### src/rtl/jtag_tap_sync.sv
// -----------------------------------------------------------------------------
// jtag_tap_sync
//
// IEEE 1149.1 TAP controller running entirely in the system clock domain.
// The pad-level TCK/TMS/TDI are oversampled through two-flop synchronizers and
// a third TCK flop provides rise/fall edge pulses; every TAP action happens on
// a wb_clk_i edge qualified by one of those pulses. Provides IDCODE and BYPASS
// data registers locally and a strobe-based DR port for the debug interface.
//
// Ports
//   wb_clk_i        system clock (the only clock)
//   wb_rst_i        asynchronous active-high reset
//   tck_pad_i       JTAG TCK pad (asynchronous, oversampled)
//   tms_pad_i       JTAG TMS pad
//   tdi_pad_i       JTAG TDI pad
//   tdo_pad_o       JTAG TDO pad, updated on synchronized TCK fall
//   debug_select_o  active IR holds DEBUG
//   capture_dr_o    one-cycle strobe: Capture-DR left with DEBUG selected
//   shift_dr_o      one-cycle strobe: Shift-DR TCK rise with DEBUG selected
//   update_dr_o     one-cycle strobe: Update-DR entered with DEBUG selected
//   tdi_o           synchronized TDI, valid with shift_dr_o
//   debug_tdo_i     debug DR serial output, sampled on the TCK fall
//
// State table
//   state        | meaning
//   ST_TLR       | Test-Logic-Reset, IR forced to IDCODE
//   ST_RTI       | Run-Test/Idle
//   ST_SEL_DR    | Select-DR-Scan
//   ST_CAP_DR    | Capture-DR, selected DR loaded on leaving
//   ST_SHIFT_DR  | Shift-DR, selected DR shifts on each TCK rise
//   ST_EXIT1_DR  | Exit1-DR
//   ST_PAUSE_DR  | Pause-DR, DR held
//   ST_EXIT2_DR  | Exit2-DR
//   ST_UPD_DR    | Update-DR
//   ST_SEL_IR    | Select-IR-Scan
//   ST_CAP_IR    | Capture-IR, IR shift register loaded with 4'b0101
//   ST_SHIFT_IR  | Shift-IR
//   ST_EXIT1_IR  | Exit1-IR
//   ST_PAUSE_IR  | Pause-IR, IR shift register held
//   ST_EXIT2_IR  | Exit2-IR
//   ST_UPD_IR    | Update-IR, active IR loaded on entry
// -----------------------------------------------------------------------------
module jtag_tap_sync #(
    parameter logic [31:0] IDCODE_VALUE = 32'h149511c3,
    // Instruction decode below assumes 4 bits; kept as a parameter for
    // readability only.
    parameter int          IR_WIDTH     = 4
) (
    input  logic wb_clk_i,
    input  logic wb_rst_i,
    input  logic tck_pad_i,
    input  logic tms_pad_i,
    input  logic tdi_pad_i,
    output logic tdo_pad_o,
    output logic debug_select_o,
    output logic capture_dr_o,
    output logic shift_dr_o,
    output logic update_dr_o,
    output logic tdi_o,
    input  logic debug_tdo_i
);

    localparam logic [IR_WIDTH-1:0] IR_IDCODE  = IR_WIDTH'(4'b0010);
    localparam logic [IR_WIDTH-1:0] IR_DEBUG   = IR_WIDTH'(4'b1000);
    localparam logic [IR_WIDTH-1:0] IR_CAPTURE = IR_WIDTH'(4'b0101);

    typedef enum logic [3:0] {
        ST_TLR,
        ST_RTI,
        ST_SEL_DR,
        ST_CAP_DR,
        ST_SHIFT_DR,
        ST_EXIT1_DR,
        ST_PAUSE_DR,
        ST_EXIT2_DR,
        ST_UPD_DR,
        ST_SEL_IR,
        ST_CAP_IR,
        ST_SHIFT_IR,
        ST_EXIT1_IR,
        ST_PAUSE_IR,
        ST_EXIT2_IR,
        ST_UPD_IR
    } tap_state_e;

    tap_state_e state_q, state_d;
    tap_state_e state_nxt;

    // Synchronizers: bit 0 is the first sampling flop.
    logic [2:0] tck_sync_q, tck_sync_d;
    logic [1:0] tms_sync_q, tms_sync_d;
    logic [1:0] tdi_sync_q, tdi_sync_d;
    logic [1:0] sync_fill_q, sync_fill_d;
    logic       tck_armed_q, tck_armed_d;

    logic [IR_WIDTH-1:0] ir_q, ir_d;
    logic [IR_WIDTH-1:0] ir_sr_q, ir_sr_d;
    logic [31:0]         id_sr_q, id_sr_d;
    logic                bypass_q, bypass_d;
    logic                tdo_q, tdo_d;
    logic                tdi_out_q, tdi_out_d;
    logic                capture_q, capture_d;
    logic                shift_q, shift_d;
    logic                update_q, update_d;

    logic tck_rise;
    logic tck_fall;
    logic tms_s;
    logic tdi_s;
    logic sel_idcode;
    logic sel_debug;
    logic sel_bypass;
    logic dr_serial;

    assign tms_s = tms_sync_q[1];
    assign tdi_s = tdi_sync_q[1];

    // The synchronizer resets to 0, so a TCK held high through reset release
    // would otherwise look like a rise. A rise is only honoured once a real
    // low sample has been seen at the second synchronizer stage.
    assign tck_rise = tck_sync_q[1] & ~tck_sync_q[2] & tck_armed_q;
    assign tck_fall = ~tck_sync_q[1] & tck_sync_q[2];

    assign sel_idcode = (ir_q == IR_IDCODE);
    assign sel_debug  = (ir_q == IR_DEBUG);
    assign sel_bypass = ~sel_idcode & ~sel_debug;

    always_comb begin
        dr_serial = bypass_q;
        if (sel_idcode) begin
            dr_serial = id_sr_q[0];
        end else if (sel_debug) begin
            dr_serial = debug_tdo_i;
        end
    end

    // -------------------------------------------------------------------------
    // State register
    // -------------------------------------------------------------------------
    always_ff @(posedge wb_clk_i or posedge wb_rst_i) begin
        if (wb_rst_i) begin
            state_q <= ST_TLR;
        end else begin
            state_q <= state_d;
        end
    end

    // -------------------------------------------------------------------------
    // Next-state logic
    // -------------------------------------------------------------------------
    always_comb begin
        state_nxt = state_q;
        case (state_q)
            ST_TLR:      state_nxt = tms_s ? ST_TLR      : ST_RTI;
            ST_RTI:      state_nxt = tms_s ? ST_SEL_DR   : ST_RTI;
            ST_SEL_DR:   state_nxt = tms_s ? ST_SEL_IR   : ST_CAP_DR;
            ST_CAP_DR:   state_nxt = tms_s ? ST_EXIT1_DR : ST_SHIFT_DR;
            ST_SHIFT_DR: state_nxt = tms_s ? ST_EXIT1_DR : ST_SHIFT_DR;
            ST_EXIT1_DR: state_nxt = tms_s ? ST_UPD_DR   : ST_PAUSE_DR;
            ST_PAUSE_DR: state_nxt = tms_s ? ST_EXIT2_DR : ST_PAUSE_DR;
            ST_EXIT2_DR: state_nxt = tms_s ? ST_UPD_DR   : ST_SHIFT_DR;
            ST_UPD_DR:   state_nxt = tms_s ? ST_SEL_DR   : ST_RTI;
            ST_SEL_IR:   state_nxt = tms_s ? ST_TLR      : ST_CAP_IR;
            ST_CAP_IR:   state_nxt = tms_s ? ST_EXIT1_IR : ST_SHIFT_IR;
            ST_SHIFT_IR: state_nxt = tms_s ? ST_EXIT1_IR : ST_SHIFT_IR;
            ST_EXIT1_IR: state_nxt = tms_s ? ST_UPD_IR   : ST_PAUSE_IR;
            ST_PAUSE_IR: state_nxt = tms_s ? ST_EXIT2_IR : ST_PAUSE_IR;
            ST_EXIT2_IR: state_nxt = tms_s ? ST_UPD_IR   : ST_SHIFT_IR;
            ST_UPD_IR:   state_nxt = tms_s ? ST_SEL_DR   : ST_RTI;
            default:     state_nxt = ST_TLR;
        endcase
        state_d = tck_rise ? state_nxt : state_q;
    end

    // -------------------------------------------------------------------------
    // Datapath / output logic
    // -------------------------------------------------------------------------
    always_comb begin
        tck_sync_d  = {tck_sync_q[1:0], tck_pad_i};
        tms_sync_d  = {tms_sync_q[0], tms_pad_i};
        tdi_sync_d  = {tdi_sync_q[0], tdi_pad_i};
        sync_fill_d = {sync_fill_q[0], 1'b1};
        tck_armed_d = tck_armed_q | (sync_fill_q[1] & ~tck_sync_q[1]);

        ir_d      = ir_q;
        ir_sr_d   = ir_sr_q;
        id_sr_d   = id_sr_q;
        bypass_d  = bypass_q;
        tdo_d     = tdo_q;
        tdi_out_d = tdi_out_q;
        capture_d = 1'b0;
        shift_d   = 1'b0;
        update_d  = 1'b0;

        if (tck_rise) begin
            case (state_q)
                ST_CAP_IR: begin
                    ir_sr_d = IR_CAPTURE;
                end
                ST_SHIFT_IR: begin
                    ir_sr_d = {tdi_s, ir_sr_q[IR_WIDTH-1:1]};
                end
                ST_CAP_DR: begin
                    if (sel_idcode) begin
                        id_sr_d = IDCODE_VALUE;
                    end
                    if (sel_bypass) begin
                        bypass_d = 1'b0;
                    end
                    capture_d = sel_debug;
                end
                ST_SHIFT_DR: begin
                    if (sel_idcode) begin
                        id_sr_d = {tdi_s, id_sr_q[31:1]};
                    end
                    if (sel_bypass) begin
                        bypass_d = tdi_s;
                    end
                    if (sel_debug) begin
                        shift_d   = 1'b1;
                        tdi_out_d = tdi_s;
                    end
                end
                default: begin
                end
            endcase

            // Update actions fire on entry; the shift register is not touched
            // on this rise because state_q is an Exit state.
            if (state_d == ST_UPD_IR) begin
                ir_d = ir_sr_q;
            end
            if (state_d == ST_UPD_DR) begin
                update_d = sel_debug;
            end
            if (state_d == ST_TLR) begin
                ir_d = IR_IDCODE;
            end
        end

        if (tck_fall) begin
            if (state_q == ST_SHIFT_IR) begin
                tdo_d = ir_sr_q[0];
            end else if (state_q == ST_SHIFT_DR) begin
                tdo_d = dr_serial;
            end else begin
                tdo_d = 1'b0;
            end
        end
    end

    always_ff @(posedge wb_clk_i or posedge wb_rst_i) begin
        if (wb_rst_i) begin
            tck_sync_q  <= '0;
            tms_sync_q  <= '0;
            tdi_sync_q  <= '0;
            sync_fill_q <= '0;
            tck_armed_q <= 1'b0;
            ir_q        <= IR_IDCODE;
            ir_sr_q     <= '0;
            id_sr_q     <= '0;
            bypass_q    <= 1'b0;
            tdo_q       <= 1'b0;
            tdi_out_q   <= 1'b0;
            capture_q   <= 1'b0;
            shift_q     <= 1'b0;
            update_q    <= 1'b0;
        end else begin
            tck_sync_q  <= tck_sync_d;
            tms_sync_q  <= tms_sync_d;
            tdi_sync_q  <= tdi_sync_d;
            sync_fill_q <= sync_fill_d;
            tck_armed_q <= tck_armed_d;
            ir_q        <= ir_d;
            ir_sr_q     <= ir_sr_d;
            id_sr_q     <= id_sr_d;
            bypass_q    <= bypass_d;
            tdo_q       <= tdo_d;
            tdi_out_q   <= tdi_out_d;
            capture_q   <= capture_d;
            shift_q     <= shift_d;
            update_q    <= update_d;
        end
    end

    assign tdo_pad_o      = tdo_q;
    assign debug_select_o = sel_debug;
    assign capture_dr_o   = capture_q;
    assign shift_dr_o     = shift_q;
    assign update_dr_o    = update_q;
    assign tdi_o          = tdi_out_q;

endmodule

### config.mk
export PLATFORM = sky130hd
export DESIGN_NAME = jtag_tap_sync
export DESIGN_NICKNAME = d
export VERILOG_FILES = /design/src/rtl/jtag_tap_sync.sv
export SDC_FILE = /design/constraint.sdc
export NUM_CORES = 1
export LEC_CHECK = 0
export CAP_MARGIN = 20
export CORE_MARGIN = 8
export CORE_UTILIZATION = 37
export DETAILED_ROUTE_END_ITERATION = 8
export MAX_ROUTING_LAYER = met4
export REMOVE_ABC_BUFFERS = 1
export SYNTH_ARGS = -nofsm -noshare
export SYNTH_HDL_FRONTEND = slang
export SYNTH_SLANG_ARGS = --single-unit
### constraint.sdc
create_clock -name wb_clk_i -period 2.5 [get_ports wb_clk_i]
set_input_delay 0.625 -clock wb_clk_i [delete_from_list [all_inputs] [get_ports wb_clk_i]]
set_output_delay 0.625 -clock wb_clk_i [all_outputs]
set_load 0.05 [all_outputs]
==> out/metrics.csv <==
stage;metric;value;unit
status;outcome;complete, no violations;
setup_path;critPathMaxFanout;4;
timing;finalSetupViolCount;0;
clocking;cts_setup_buffers;0;
clocking;cts_buffers;9;
yosys;synth.area.top_cells;dfrtp_1 (52%), o21ai_2 (9.0%), nand2_1 (7.6%);
timing;finalCritPeriodShare;87.6;%
yosys;yosysSeqAreaShare;53.3;%
setup_path;endpoint;debug_select_o;
job;maxCapViolations;0;
floorplan;rows;32;
clocking;clockBufferDepth;2;
pwr;power_frac_seq;40.8;%
yosys;syn_inst;272;
drt;vias_per_cell;4.91;
setup_path;cp_top_family;simple AND/OR/NAND/NOR gates;
setup_path;crit_slowest_cell;nor4b_2;
timing;final.min_clock_period;2.19;ns
drt;via_count;1914;
setup_path;max_stage_delay;0.52;ns
setup_path;r2r_end;id_sr_q[12]$_DFFE_PP0P_;
setup_path;rrSetupSlack;0.48;ns
clocking;cts_sinks;60;
setup_path;cp.required;1.88;ns
drt;routedWlPerCell;12.5;um
pwr;power_density;1000;nW/um2
yosys;syn-cell-area;2820;um2
timing;clock.fmax;457;MHz
grt;grt_pass1_wl;8660;um
timing;relSlewSlack;58.2;%
timing;rsz0062_at_grt;false;
yosys;yosys_warnings;0;
clocking;hold_buffers;0;
place;place.gp.congestion;0.810;
final_layout;area_delta_synth_final;15.2;%
yosys;synth-edff-count;0;
setup_path;arrival;1.56;ns
drt;drtIter0Drc;58;
yosys;synth.avg_cell_area;10.4;um2
setup_path;cp.depth;2;
grt;globalRouteOverflowTotal;0;
pwr;power.share.clock;33.3;%
final_layout;layout.cells.non_filler;390;
yosys;yosysTopAreaCell;dfrtp_1;
clocking;cts_root_buf;clkbuf_8;
grt;grt_pass1_vias;1803;
clocking;cts_tree;yes;
clocking;path_clk_slew;0.07;ns
yosys;synth.distinct_cells;46;
setup_path;worstReg2RegStart;state_q[2]$_DFF_PP0_;
floorplan;core_area;7570;um2
timing;hold_viol_final;0;
setup_path;crit_path_cell_trace;nor4b_2, buf_4;
yosys;synth_top_area_share;52.4;%
place;portBuffers;11;
final_layout;layout-drive-gt1-share;25.7;%
pwr;leakage;1.43;nW
drt;drcViolationCount;0;
grt;antenna_found_initial;0;
timing;tightest_slew;0.627;ns
drt;antenna_left;0;
final_layout;nFillCells;720;
final_layout;antennaDiodeCount;0;
final_layout;regArea;1500;um2
timing;slew_viol_final;0;
grt;grt_max_degree;61;
yosys;ys_ff_latch;60;
setup_path;critical_path_buf_inv_count;1;
yosys;async_flop_share;100;%
grt;grt_usage;10.9;%
setup_path;critPathLaunch;ir_q[0]$_DFFE_PP0P_;
pwr;comb_power_share;26.0;%
worst_hold_path;hold_class;flip-flop to flip-flop;
yosys;yosysMostFrequentCell;dfrtp_1;
drt;wl;4890;um
clocking;ctsResizeCount;0;
yosys;synth_ff_type;dfrtp_1;
floorplan;io_pins;12;
place;dp_cells;374;
place;dp_hpwl;3230;um
pwr;switching_share;32.5;%
clocking;clock_latency;0.34;ns
drt;detail_route.first_pass.iterations;4;
pwr;p_switching;1.06;mW
floorplan;start_util;37.3;%
setup_path;start_kind;flip-flop;
setup_path;crit_type;flip-flop to output port;
timing;skew;0.0114;ns
clocking;h-tree-depth;3;
final_layout;multi_input_area;1140;um2
final_layout;nets;289;
yosys;ys_top_cells_by_count;dfrtp_1 (59), nand2_1 (57), o21ai_2 (29), nor2_1 (19), buf_6 (9);
setup_path;critPathCaptureType;output port;
pwr;p_int;2.20;mW
floorplan;die_area;10700;um2
floorplan;die_h;103;um
floorplan;dieWidth;103;um
setup_path;ff2ff_path_depth;6;
pwr;ir_worst_vdd;272;uV
timing;fin_tns_setup;0;ns
-- worst min-delay path by stage --
stage | end | cells after the start | startpoint
global placement | sync_fill_q[1]$_DFF_PP0_ | 0 | sync_fill_q[0]$_DFF_PP0_
detailed placement | tck_sync_q[1]$_DFF_PP0_ | 0 | tck_sync_q[0]$_DFF_PP0_
finish | tck_sync_q[1]$_DFF_PP0_ | 0 | tck_sync_q[0]$_DFF_PP0_
CTS | tck_sync_q[1]$_DFF_PP0_ | 0 | tck_sync_q[0]$_DFF_PP0_
floorplan | sync_fill_q[1]$_DFF_PP0_ | 0 | sync_fill_q[0]$_DFF_PP0_
global route | tms_sync_q[1]$_DFF_PP0_ | 0 | tms_sync_q[0]$_DFF_PP0_
-- registers in the layout, summed over array words and instances (netlist names) --
register,cells
tms_sync_q,2
tdi_o,1
ir_sr_q,4
tdo_pad_o,1
shift_dr_o,1
tck_sync_q,3
update_dr_o,1
sync_fill_q,2
id_sr_q,32
tdi_sync_q,2
bypass_q,1
tck_armed_q,1
capture_dr_o,1
ir_q,4
state_q,4
-- per-layer routing --
layer / up-vias / global-route usage, % / wire length, um
met1: 919 / 13.8 / 2340
met2: 31 / 15.7 / 2260
met5: - / - / 0
li1: 953 / - / -
met4: 0 / 6.01 / 125
met3: 11 / 2.61 / 160
-- placed cells by master (no fill, tap or decap), types with 3 or more instances in the layout --
| master | synthesis | layout |
|---|---|---|
| bufinv_16 | 0 | 3 |
| a21o_1 | 4 | 4 |
| mux2i_1 | 3 | 3 |
| mux2_2 | 5 | 5 |
| a31oi_1 | 3 | 3 |
| nor2b_1 | 7 | 7 |
| nand3_1 | 6 | 6 |
| clkbuf_8 | 0 | 10 |
| o21ai_2 | 29 | 29 |
| buf_4 | 1 | 8 |
| nor3_1 | 4 | 3 |
| nor2_1 | 19 | 19 |
| dfrtp_1 | 59 | 59 |
| inv_1 | 8 | 7 |
| nand2_1 | 57 | 57 |
| clkdlybuf4s50_1 | 0 | 10 |
| a21oi_1 | 4 | 4 |
| o21ai_0 | 8 | 8 |
-- per-stage QoR --
step           worst slack [ns]  power (mW)  util, %  hold WS [ns]  instance area (um2)
3_5_place_dp              0.512        2.20     39.6         0.336                 3000
3_3_place_gp              0.538        2.18     39.6         0.334                 3000
2_1_floorplan            -0.730        1.94        -         0.331                 2670
6_report                  0.310        3.26     42.9         0.346                 3250
5_1_grt                   0.213        3.46     42.9         0.356                 3250
4_1_cts                   0.289        3.30     42.9         0.350                 3250
-- logic make-up after synthesis --
logic type | Yosys count | synth area share, %
AOI/OAI and AO/OA | 62 | 17.5
muxes | 9 | 3.59
other | 1 | 0.133
buffers and inverters | 28 | 6.57
and+or+nand+nor | 112 | 18.9
DFF | 60 | 53.3
-- worst reg2reg max path: stages, from the launching register on --
cell,delay [ns]
dfrtp_1,0.63
or3b_1,0.41
a211oi_2,0.28
nand2b_2,0.15
buf_12,0.22
nand2_1,0.16
o21ai_2,0.05
-- power groups by stage --
| stage | sequential [mW] | clock, mW | combinational, mW |
|---|---|---|---|
| CTS | 1.33 | 1.11 | 0.860 |
| global placement | 1.34 | 0 | 0.838 |
| detailed placement | 1.35 | 0 | 0.855 |
| floorplan | 1.34 | 0 | 0.595 |
| global route | 1.36 | 1.15 | 0.957 |
| finish | 1.33 | 1.08 | 0.845 |
-- cell type report --
class / count / area share [%]
Inverter: 8 / 0.924
Sequential cell: 60 / 46.2
Tap cell: 102 / 3.93
Clock buffer: 10 / 4.24
Multi-Input combinational cell: 184 / 35.1
Timing Repair Buffer: 20 / 6.16
Clock inverter: 6 / 3.43
Note: power is estimated with default switching activity, not from simulation.
==> RTL edit: new RTL, config.mk and constraints unchanged <==
Put a register stage on the output `debug_select_o`, cleared by the reset. The value now appears one clock later. The other outputs are not delayed to match.
--- a/src/rtl/jtag_tap_sync.sv
+++ b/src/rtl/jtag_tap_sync.sv
@@ -285,5 +285,11 @@
 
     assign tdo_pad_o      = tdo_q;
-    assign debug_select_o = sel_debug;
+    always_ff @(posedge wb_clk_i or posedge wb_rst_i) begin
+        if (wb_rst_i) begin
+            debug_select_o <= '0;
+        end else begin
+            debug_select_o <= sel_debug;
+        end
+    end
     assign capture_dr_o   = capture_q;
     assign shift_dr_o     = shift_q;
Check against the original RTL: same outputs for any inputs over 10 cycles, from zero or initial values and one cycle with wb_rst_i high; that may be too few to reach the edited logic, so the function may still have changed.
==> RTL edit against the original RTL <==
  * Sequential cell count increased by 1
  * Via count decreased by 3.0%
  * Setup slack improved by 0.072 ns
  * Routed wire length decreased by 0.14%
  * Area after synthesis decreased by 5.9%
  * Sequential share of layout area increased by 3.8 points
  * Hold slack improved by 0.0015 ns
  * Final area decreased by 6.0%
  * Power decreased by 8.7%
  * Largest power group unchanged
  * Highest routed layer unchanged
==> RTL edit: results (changes against the original RTL) <==
| Metric | Value |
|---|---|
| Status | `completed` |
| Crit path max-delay family | `buffers and inverters` |
| M2 GR Usage | `16.30% (+0.62 points)` |
| Post-DR wirelength/cell | `12.65 µm (+0.89%)` |
| Clk buf depth | `2 (unchanged)` |
| Reg2Reg Setup Slack | `0.45 ns (-0.03 ns)` |
| Biggest register | `id_sr_q` |
| Max reg flops | `32 (unchanged)` |
| Pin count of the biggest net entering global routing | `62 (+1.6%)` |
| Inserted Diodes | `0 (unchanged)` |
| CTS buffer count | `9 (unchanged)` |
| Setup slack after layout | `0.3821 ns (+0.07173 ns)` |
| Worst-path fanout max | `2 (-2)` |
| Initial antenna violation count | `0 (unchanged)` |
| Top post-synthesis cells by area | `dfrtp_1 (57%), nand2_1 (8.3%), o21ai_1 (5.7%)` |
| Delay of the slowest critical-path stage | `0.81 ns (+0.29 ns)` |
| Fill count | `696 (-3.3%)` |
| Worst min path class | `reg2reg` |
| Post-CTS Setup Bufs | `0 (unchanged)` |
| Post-synthesis sequential area ratio | `57.57% (+4.3 points)` |
| Async SR Flop Fraction | `100.0% (unchanged)` |
| Skew-Pair Late Insertion Delay | `0.34 ns (about the same)` |
| GPL Wtd Cong | `0.7668 (-5.3%)` |
| Clock Skews | `0.009483 ns (-0.001954 ns)` |
| Clock transition at path regs | `0.07 ns (about the same)` |
| H-Tree Level Count | `3 (unchanged)` |
| Clk root buf | `clkbuf_8` |
| Post-cts resize count | `0 (unchanged)` |
| Via density | `4.808 (-2.0%)` |
| GR Util All Layers | `11.20% (+0.30 points)` |
| Drt pass-1 iters | `4 (unchanged)` |
| Unique masters post-synth | `46 (unchanged)` |
| # port buffers | `11 (unchanged)` |
| Global route overflow | `0 (unchanged)` |
| Arr. time, crit path | `1.49 ns (-0.07 ns)` |
| GR Layer Usage met3 | `3.453% (+0.84 points)` |
| First-pass GRT wire length | `8569 µm (-1.0%)` |
| Crit-path slowest cell | `clkdlybuf4s50_1` |
| Hold Slack | `0.3479 ns (+0.001488 ns)` |
| Final Max Tran Viols | `0 (unchanged)` |
| Worst slack, placed | `0.4632 ns (-0.04863 ns)` |
| Worst Tran Pin Value | `0.7967 ns (+0.1697 ns)` |
| Final HPWL DP | `3130 µm (-3.1%)` |
| Grt met1 use | `13.33% (-0.51 points)` |
| Leak | `1.341 nW (-6.5%)` |
| Ranking of synthesized cells by instance count | `dfrtp_1 (60), nand2_1 (59), o21ai_1 (30)` |
| Worst vdd rail ir drop | `327.1 µV (+20%)` |
| Initial DRC Count | `77 (+33%)` |
| Vias in the first global route | `1778 (-1.4%)` |
| Psw | `0.9860 mW (-6.8%)` |
| Yosys warns | `0 (unchanged)` |
| Layout Nets | `289 (unchanged)` |
| Layout cells sized above 1 | `12.89% (-13 points)` |
| Placed cell area | `0.002854 mm² (-4.9%)` |
RTL edit: final timing paths:
check | from | endpoint | depth (start not counted)
max in group asynchronous | wb_rst_i | ir_q[1] | 3
max | tdi_o | tdi_o | 1
min in group asynchronous | wb_rst_i | capture_dr_o | 2
max reg2reg | ir_q[1] | id_sr_q[17] | 6
min reg2reg | tck_sync_q[0] | tck_sync_q[1] | 0
min | tck_sync_q[0] | tck_sync_q[1] | 0
RTL edit: kinds of logic (layout without fill, tap and decap cells):
kind of cell,count (synthesis),in the layout,share of synthesized area (%)
flops,61,61,57.57
simple gates,114,114,19.66
compound gates,61,61,13.53
mux,9,9,3.819
other cells,1,1,0.1413
buf+inv,26,41,5.280
RTL edit: final cells by class:
type	instances	share of cell area, %
Multi-Input combinational cell	185	32.54
Sequential cell	61	50.04
Clock buffer	11	4.959
Inverter	7	0.8607
Clock inverter	4	1.557
Timing Repair Buffer	19	5.984
Tap cell	99	4.057
RTL edit: power groups by stage:
stage	sequential, mW	combinational, mW	clock, mW
after global routing	1.33	0.896	0.952
after global placement	1.32	0.770	0
final	1.31	0.783	0.884
after CTS	1.31	0.789	0.912
after detailed placement	1.32	0.787	0
after floorplan	1.35	0.506	0
RTL edit: per-stage QoR:
stage / TNS, ns / cells / total power [mW] / utilization (%)
2_1_floorplan: -1.942 / 253 / 1.853 / -
3_3_place_gp: 0 / 371 / 2.092 / 40.21
3_5_place_dp: 0 / 371 / 2.111 / 40.21
4_1_cts: 0 / 386 / 3.008 / 43.01
5_1_grt: 0 / 386 / 3.182 / 43.01
6_report: 0 / 386 / 2.975 / 43.01
RTL edit: per-layer routing:
layer / vias to the layer above / wire length, µm
met4: 0 / 100
li1: 941 / -
met5: - / 0
met1: 879 / 2292
met2: 28 / 2287
met3: 8 / 201
